`src/rtl/pwm_sample_ctrl.sv`:
```
// pwm_sample_ctrl: PCM-to-PWM sequencer. Owns the PWM period counter, a small
// sample FIFO on a valid/ready input, boundary-only threshold loads, soft
// ramping on enable/disable, and underrun reporting.
module pwm_sample_ctrl #(
  parameter int unsigned STEP  = 64,       // counter increment, power of two, 1..32768
  parameter int unsigned DEPTH = 4,        // FIFO entries, power of two, >= 2
  parameter logic [15:0] RAMP  = 16'h0800  // threshold change per boundary while ramping
) (
  input  logic                         clk,
  input  logic                         rst,
  input  logic                         en,
  input  logic                         mute,
  input  logic                         s_valid,
  output logic                         s_ready,
  input  logic [15:0]                  s_data,
  output logic                         pwm_out,
  output logic                         period_start,
  output logic                         underrun,
  output logic [7:0]                   underrun_cnt,
  output logic [$clog2(DEPTH+1)-1:0]   fifo_level
);

  localparam int unsigned LW       = $clog2(DEPTH + 1);
  localparam int unsigned AW       = $clog2(DEPTH);
  localparam logic [15:0] STEP_INC = 16'(STEP);
  localparam logic [15:0] LAST_CNT = 16'(32'd65536 - 32'(STEP));
  localparam logic [15:0] MID      = 16'h8000;
  localparam logic [LW-1:0] FULL_LVL = LW'(DEPTH);

  localparam logic [1:0] ST_IDLE      = 2'd0;
  localparam logic [1:0] ST_RAMP_UP   = 2'd1;
  localparam logic [1:0] ST_RUN       = 2'd2;
  localparam logic [1:0] ST_RAMP_DOWN = 2'd3;

  logic [1:0]    state_q, state_d;
  logic [15:0]   cnt_q, cnt_d;
  logic [15:0]   thr_q, thr_d;
  logic          pwm_q, pwm_d;
  logic          underrun_q, underrun_d;
  logic [7:0]    ur_cnt_q, ur_cnt_d;
  logic [LW-1:0] level_q, level_d;
  logic [AW-1:0] wr_ptr_q, wr_ptr_d;
  logic [AW-1:0] rd_ptr_q, rd_ptr_d;
  logic [15:0]   mem [DEPTH];

  logic        is_idle;
  logic        boundary;
  logic        full;
  logic        empty;
  logic        push;
  logic        pop;
  logic        flush;
  logic [15:0] head;
  logic [16:0] ramp_sum;

  assign is_idle  = (state_q == ST_IDLE);
  // The boundary cycle is the last cycle of a period; its closing edge wraps cnt to 0.
  assign boundary = !is_idle && (cnt_q == LAST_CNT);
  assign full     = (level_q == FULL_LVL);
  assign empty    = (level_q == '0);
  // Full blocks a push even when a pop happens in the same cycle.
  assign s_ready  = !full && !is_idle;
  assign push     = s_valid && s_ready;
  // Emptiness is judged on the registered level, so a push landing on the
  // boundary cycle is stored but not seen by that boundary.
  assign pop      = boundary && (state_q == ST_RUN) && !empty;
  assign head     = mem[rd_ptr_q];

  assign pwm_out      = pwm_q;
  assign period_start = !is_idle && (cnt_q == 16'h0000);
  assign underrun     = underrun_q;
  assign underrun_cnt = ur_cnt_q;
  assign fifo_level   = level_q;

  // Sequencer: period counter, threshold updates at boundaries, state changes, underrun.
  always_comb begin
    state_d    = state_q;
    thr_d      = thr_q;
    flush      = 1'b0;
    underrun_d = 1'b0;
    ur_cnt_d   = ur_cnt_q;
    ramp_sum   = {1'b0, thr_q} + {1'b0, RAMP};
    cnt_d      = is_idle ? 16'h0000 : cnt_q + STEP_INC;
    pwm_d      = !is_idle && (cnt_q < thr_q);

    case (state_q)
      ST_IDLE: begin
        thr_d = 16'h0000;
        if (en) state_d = ST_RAMP_UP;
      end
      ST_RAMP_UP: begin
        if (!en) begin
          state_d = ST_RAMP_DOWN;
        end else if (boundary) begin
          if (thr_q >= MID) begin
            thr_d   = MID;
            state_d = ST_RUN;
          end else begin
            // 17-bit sum so a large RAMP cannot wrap past midscale.
            thr_d = (ramp_sum > {1'b0, MID}) ? MID : ramp_sum[15:0];
          end
        end
      end
      ST_RUN: begin
        if (boundary) begin
          if (!empty) begin
            thr_d = mute ? MID : (head ^ MID);
          end else begin
            underrun_d = 1'b1;
            if (ur_cnt_q != 8'hFF) ur_cnt_d = ur_cnt_q + 8'd1;
          end
        end
        if (!en) state_d = ST_RAMP_DOWN;
      end
      ST_RAMP_DOWN: begin
        if (en) begin
          state_d = ST_RAMP_UP;
        end else if (boundary) begin
          if (thr_q == 16'h0000) begin
            state_d = ST_IDLE;
            flush   = 1'b1;
          end else begin
            thr_d = (thr_q > RAMP) ? (thr_q - RAMP) : 16'h0000;
          end
        end
      end
      default: begin
        state_d = ST_IDLE;
        thr_d   = 16'h0000;
        flush   = 1'b1;
      end
    endcase
  end

  // FIFO bookkeeping: pointer advance, occupancy, flush on entry to idle.
  always_comb begin
    wr_ptr_d = wr_ptr_q;
    rd_ptr_d = rd_ptr_q;
    level_d  = level_q;
    if (flush) begin
      wr_ptr_d = '0;
      rd_ptr_d = '0;
      level_d  = '0;
    end else begin
      if (push) wr_ptr_d = wr_ptr_q + AW'(1);
      if (pop)  rd_ptr_d = rd_ptr_q + AW'(1);
      case ({push, pop})
        2'b10:   level_d = level_q + LW'(1);
        2'b01:   level_d = level_q - LW'(1);
        default: level_d = level_q;
      endcase
    end
  end

  // State registers; reset clears everything immediately, even mid-period.
  always_ff @(posedge clk or negedge rst) begin
    if (!rst) begin
      state_q    <= ST_IDLE;
      cnt_q      <= 16'h0000;
      thr_q      <= 16'h0000;
      pwm_q      <= 1'b0;
      underrun_q <= 1'b0;
      ur_cnt_q   <= 8'h00;
      level_q    <= '0;
      wr_ptr_q   <= '0;
      rd_ptr_q   <= '0;
    end else begin
      state_q    <= state_d;
      cnt_q      <= cnt_d;
      thr_q      <= thr_d;
      pwm_q      <= pwm_d;
      underrun_q <= underrun_d;
      ur_cnt_q   <= ur_cnt_d;
      level_q    <= level_d;
      wr_ptr_q   <= wr_ptr_d;
      rd_ptr_q   <= rd_ptr_d;
    end
  end

  // Sample storage; contents need no reset because the level gates every read.
  always_ff @(posedge clk) begin
    if (push) mem[wr_ptr_q] <= s_data;
  end

endmodule

```
`config.mk`:
```
export PLATFORM = sky130hd
export DESIGN_NAME = pwm_sample_ctrl
export DESIGN_NICKNAME = d
export VERILOG_FILES = /design/src/rtl/pwm_sample_ctrl.sv
export SDC_FILE = /design/constraint.sdc
export NUM_CORES = 1
export LEC_CHECK = 0
export ABC_CLOCK_PERIOD_IN_PS = 2700
export CAP_MARGIN = 20
export CORE_MARGIN = 2
export CORE_UTILIZATION = 50
export DETAILED_ROUTE_END_ITERATION = 10
export GPL_TIMING_DRIVEN = 0
export PLACE_DENSITY = 0.72
export SLEW_MARGIN = 20
export SYNTH_ARGS = -nofsm -noshare
export SYNTH_HDL_FRONTEND = slang
export SYNTH_SLANG_ARGS = --single-unit
```
`constraint.sdc`:
```
create_clock -name clk -period 2.7 [get_ports clk]
set_clock_uncertainty 0.1 [all_clocks]
set_input_delay 0.54 -clock clk [delete_from_list [all_inputs] [get_ports clk]]
set_output_delay 0.54 -clock clk [all_outputs]
set_load 0.02 [all_outputs]
```
==> results.yml <==
yosys:
  main_combinational_cell_family_by_area_after_synthesis: "simple AND/OR/NAND/NOR gates"
  ys.flop_type: "sky130_fd_sc_hd__edfxtp_1"
  yosys_warnings: 0
  synthDominantCellAreaShare: 0.3691
  muxShareOfSynthArea: 0.1115
  synth-seq-area-share: 0.5854
  synth-compound-area-share: 0.05479
  count_leader_synth: "sky130_fd_sc_hd__edfxtp_1"
  yosys_register_bits: 109
  synth_cells: 373
  post_synth.cell_area_avg_sq_um: 13.96
  synth_fp_nets: 420
  synthDominantAreaCellType: "sky130_fd_sc_hd__edfxtp_1"
  synthAdderAreaFrac: 0.06393
  netlist-cell-type-count: 56
  synth_edf_count: 64
  synth.top_cells.by_area: "sky130_fd_sc_hd__edfxtp_1 37%, sky130_fd_sc_hd__dfrtp_1 22%, sky130_fd_sc_hd__mux4_2 6.9%"
  asyncSetResetFlopFracSynth: 0.4128
  syn_std_cell_area_sq_um: 5206
  synth-simple-area-share: 0.1233
  synth_xor_area_frac: 0.03365
  synth.cells.most_frequent: "64 x sky130_fd_sc_hd__edfxtp_1, 45 x sky130_fd_sc_hd__dfrtp_1, 25 x sky130_fd_sc_hd__ha_1, 22 x sky130_fd_sc_hd__nor2_1, 21 x sky130_fd_sc_hd__inv_1"
global_route:
  antenna_found_initial: 0
  grt_pass1_wl_um: 16240
  overflow: 0
  grt_max_degree: 25
  number_of_global_route_vias_before_repair: 3180
  grt_util_all_layers: 0.1877
clock_network:
  post_cts_hold_buffer_count: 0
  insertion_delay_ns: 0.37
  clk_pin_slew_worst_paths_ns: 0.10
  cts.sinks: 109
  cts.root.buffer_cell: "sky130_fd_sc_hd__clkbuf_8"
  ctsLongestPathBuffers: 2
  cts_buffers: 9
  cts_tree: "yes"
  maximum_level_of_the_cts_h_tree: 3
critical_path:
  crit_path_category: "reg2reg"
  crit_path_end: "thr_q[0]$_DFFE_PN0P_"
  worst_reg_to_reg_setup_slack_ns: 0.08
  worstPathMaxFanout: 10
  startpoint_type: "flip-flop"
  critical_path_required_ns: 2.87
  cp_data_arrival_time_ns: 2.79
  timing.reg2reg.worst_path_depth: 8
  critical_path.startpoint: "state_q[0]$_DFFE_PN0P_"
  rr_startpoint: "state_q[0]$_DFFE_PN0P_"
  r2r_end: "thr_q[0]$_DFFE_PN0P_"
  crit_path_end_kind: "flip-flop"
die:
  initial_core_util: 0.5089
  dieArea_sq_um: 11240
  core_sq_um: 10230
  floorplan.die.height_um: 106.0
  die_x_um: 106.0
  core.rowCount: 37
  io_pins: 36
detailed_routing:
  vias: 3116
  met3_wirelength_um: 341
  detail_route.iter0.violations: 181
  routed_wirelength_um: 9443
  detail-route-antenna-nets: 0
  wl_met1_um: 4210
  met2WireLength_um: 4762
  detail_route.first_pass.iterations: 4
  route.detailed.vias_per_inst: 5.544
  wl_per_cell_um: 16.80
  route.top_layer_used: "met4"
  drc_errors: 0
sta:
  final_worst_setup_slack_ns: 0.08042
  maxClockFrequency_mhz: 381.7
  period_needed_ns: 2.620
  worst-slew-pin-transition_ns: 0.6393
  hold_viol_final: 0
  slew_violations: 0
  fin_hold_ws_ns: 0.05294
  setup_viol_count_final: 0
  rsz0062_at_grt: "yes"
  maxSlewHeadroom: 0.5738
  timing.final.crit_share: 0.9702
finish:
  stdcell_area_sq_um: 5989
  instances_no_fill: 562
  antennaDiodeCount: 0
  drive_above_1_share: 0.1761
  nets: 468
  area.growth.synth_to_final_pct: 15.04
power_and_ir_drop:
  total_power_uw: 5658
  p_per_area_nw_per_um2: 944.7
  vdd.ir_drop.worst_mv: 0.5226
  static-leakage-power_uw: 0.002431
placement:
  final_replace_weighted_congestion: 0.8845
  place_hpwl_um: 6714
  dp.cells: 545
  postPlaceCellArea_sq_um: 5749
  port_buffers: 35
  preCtsSetupSlack_ns: -0.5623
run_status:
  outcome: "completed"
hold_path:
  hold_path_class: "in2async"
run:
  drv.max_cap_violation_count: 0
==> state kept, by name, summed over array words and instances, names as in the netlist <==
register      count
mem              64
thr_q            16
cnt_q            10
underrun_cnt      8
fifo_level        3
rd_ptr_q          2
state_q           2
wr_ptr_q          2
pwm_out           1
underrun          1
==> power breakdown <==
part | internal, uW | switching [uW]
Combinational | 1020 | 1230
Clock | 444 | 548
Sequential | 2170 | 243
==> logic make-up (layout without fill, tap and decap cells) <==
group,count (synthesis),in the layout
AOI/OAI and AO/OA,42,42
xor gates and xnor gates,20,20
and+or+nand+nor,108,108
muxes,33,33
DFF,109,109
buffers and inverters,35,88
adders and majority gates,26,26
==> through the flow <==
| step | utilization | setup TNS, ns |
|---|---|---|
| final | 0.5854 | 0 |
| after global routing | 0.5854 | -0.02745 |
| after CTS | 0.5826 | 0 |
| after detailed placement | 0.5619 | -23.52 |
| after global placement | 0.5597 | -34.15 |
| after floorplan | - | 0 |
==> how the worst min path moves through the flow <==
stage                             endpoint  slack [ns]
6_report              thr_q[9]$_DFFE_PN0P_        0.05
2_1_floorplan          cnt_q[10]$_DFF_PN0_        0.14
5_1_grt               thr_q[9]$_DFFE_PN0P_        0.08
4_1_cts               thr_q[9]$_DFFE_PN0P_        0.06
3_5_place_dp          thr_q[4]$_DFFE_PN0P_        0.40
3_3_place_gp   underrun_cnt[6]$_DFFE_PN0P_        0.39
==> cell type report <==
class,instances,area (sq um)
inverters,21,81.33
repair buffers,38,381.6
well taps,136,170.2
clock inverters,5,68.82
clock buffers,11,131.4
flip-flops and latches,109,3048
multi-input cells,229,2039
fillers,824,4242
plain buffers,13,68.82
==> cells in the final DEF, fill, tap and decap left out, types with 5 or more instances in the layout <==
cell type	netlist	layout
sky130_fd_sc_hd__edfxtp_1	64	64
sky130_fd_sc_hd__dfrtp_1	45	45
sky130_fd_sc_hd__clkdlybuf4s50_1	0	32
sky130_fd_sc_hd__nor2_1	22	22
sky130_fd_sc_hd__ha_1	25	22
sky130_fd_sc_hd__inv_1	21	20
sky130_fd_sc_hd__mux4_2	16	16
sky130_fd_sc_hd__nand2_1	15	15
sky130_fd_sc_hd__and3_1	14	14
sky130_fd_sc_hd__xnor2_1	13	13
sky130_fd_sc_hd__nand3_1	9	9
sky130_fd_sc_hd__mux2_4	9	9
sky130_fd_sc_hd__clkbuf_8	0	9
sky130_fd_sc_hd__a21oi_1	8	8
sky130_fd_sc_hd__clkbuf_1	10	8
sky130_fd_sc_hd__xor2_1	7	7
sky130_fd_sc_hd__nand4_1	7	7
sky130_fd_sc_hd__o21ai_0	6	6
sky130_fd_sc_hd__a31oi_1	6	6
sky130_fd_sc_hd__buf_2	3	5
sky130_fd_sc_hd__a21o_1	5	5
==> timing repair <==
item,CTS,global route
gates resized for setup,15,10
pin swaps,1,2
buffers inserted,1,1
setup endpoints to repair,48,39
==> worst max-delay path: stages (launching register included) <==
cell and delay [ns]:
sky130_fd_sc_hd__dfrtp_1 0.39, sky130_fd_sc_hd__inv_1 0.09, sky130_fd_sc_hd__ha_2 0.22, sky130_fd_sc_hd__nand4b_1 0.24, sky130_fd_sc_hd__or3_4 0.46, sky130_fd_sc_hd__a221o_1 0.36
sky130_fd_sc_hd__nand3b_4 0.18, sky130_fd_sc_hd__buf_6 0.17, sky130_fd_sc_hd__mux2_4 0.31
==> routing by layer <==
layer  vias to the layer above  track usage
li1                       1490            -
met1                      1562       0.2459
met2                        55       0.3101
met3                         9      0.04476
met4                         0      0.06203
met5                         -            0
Note: power is estimated with default switching activity, not from simulation.
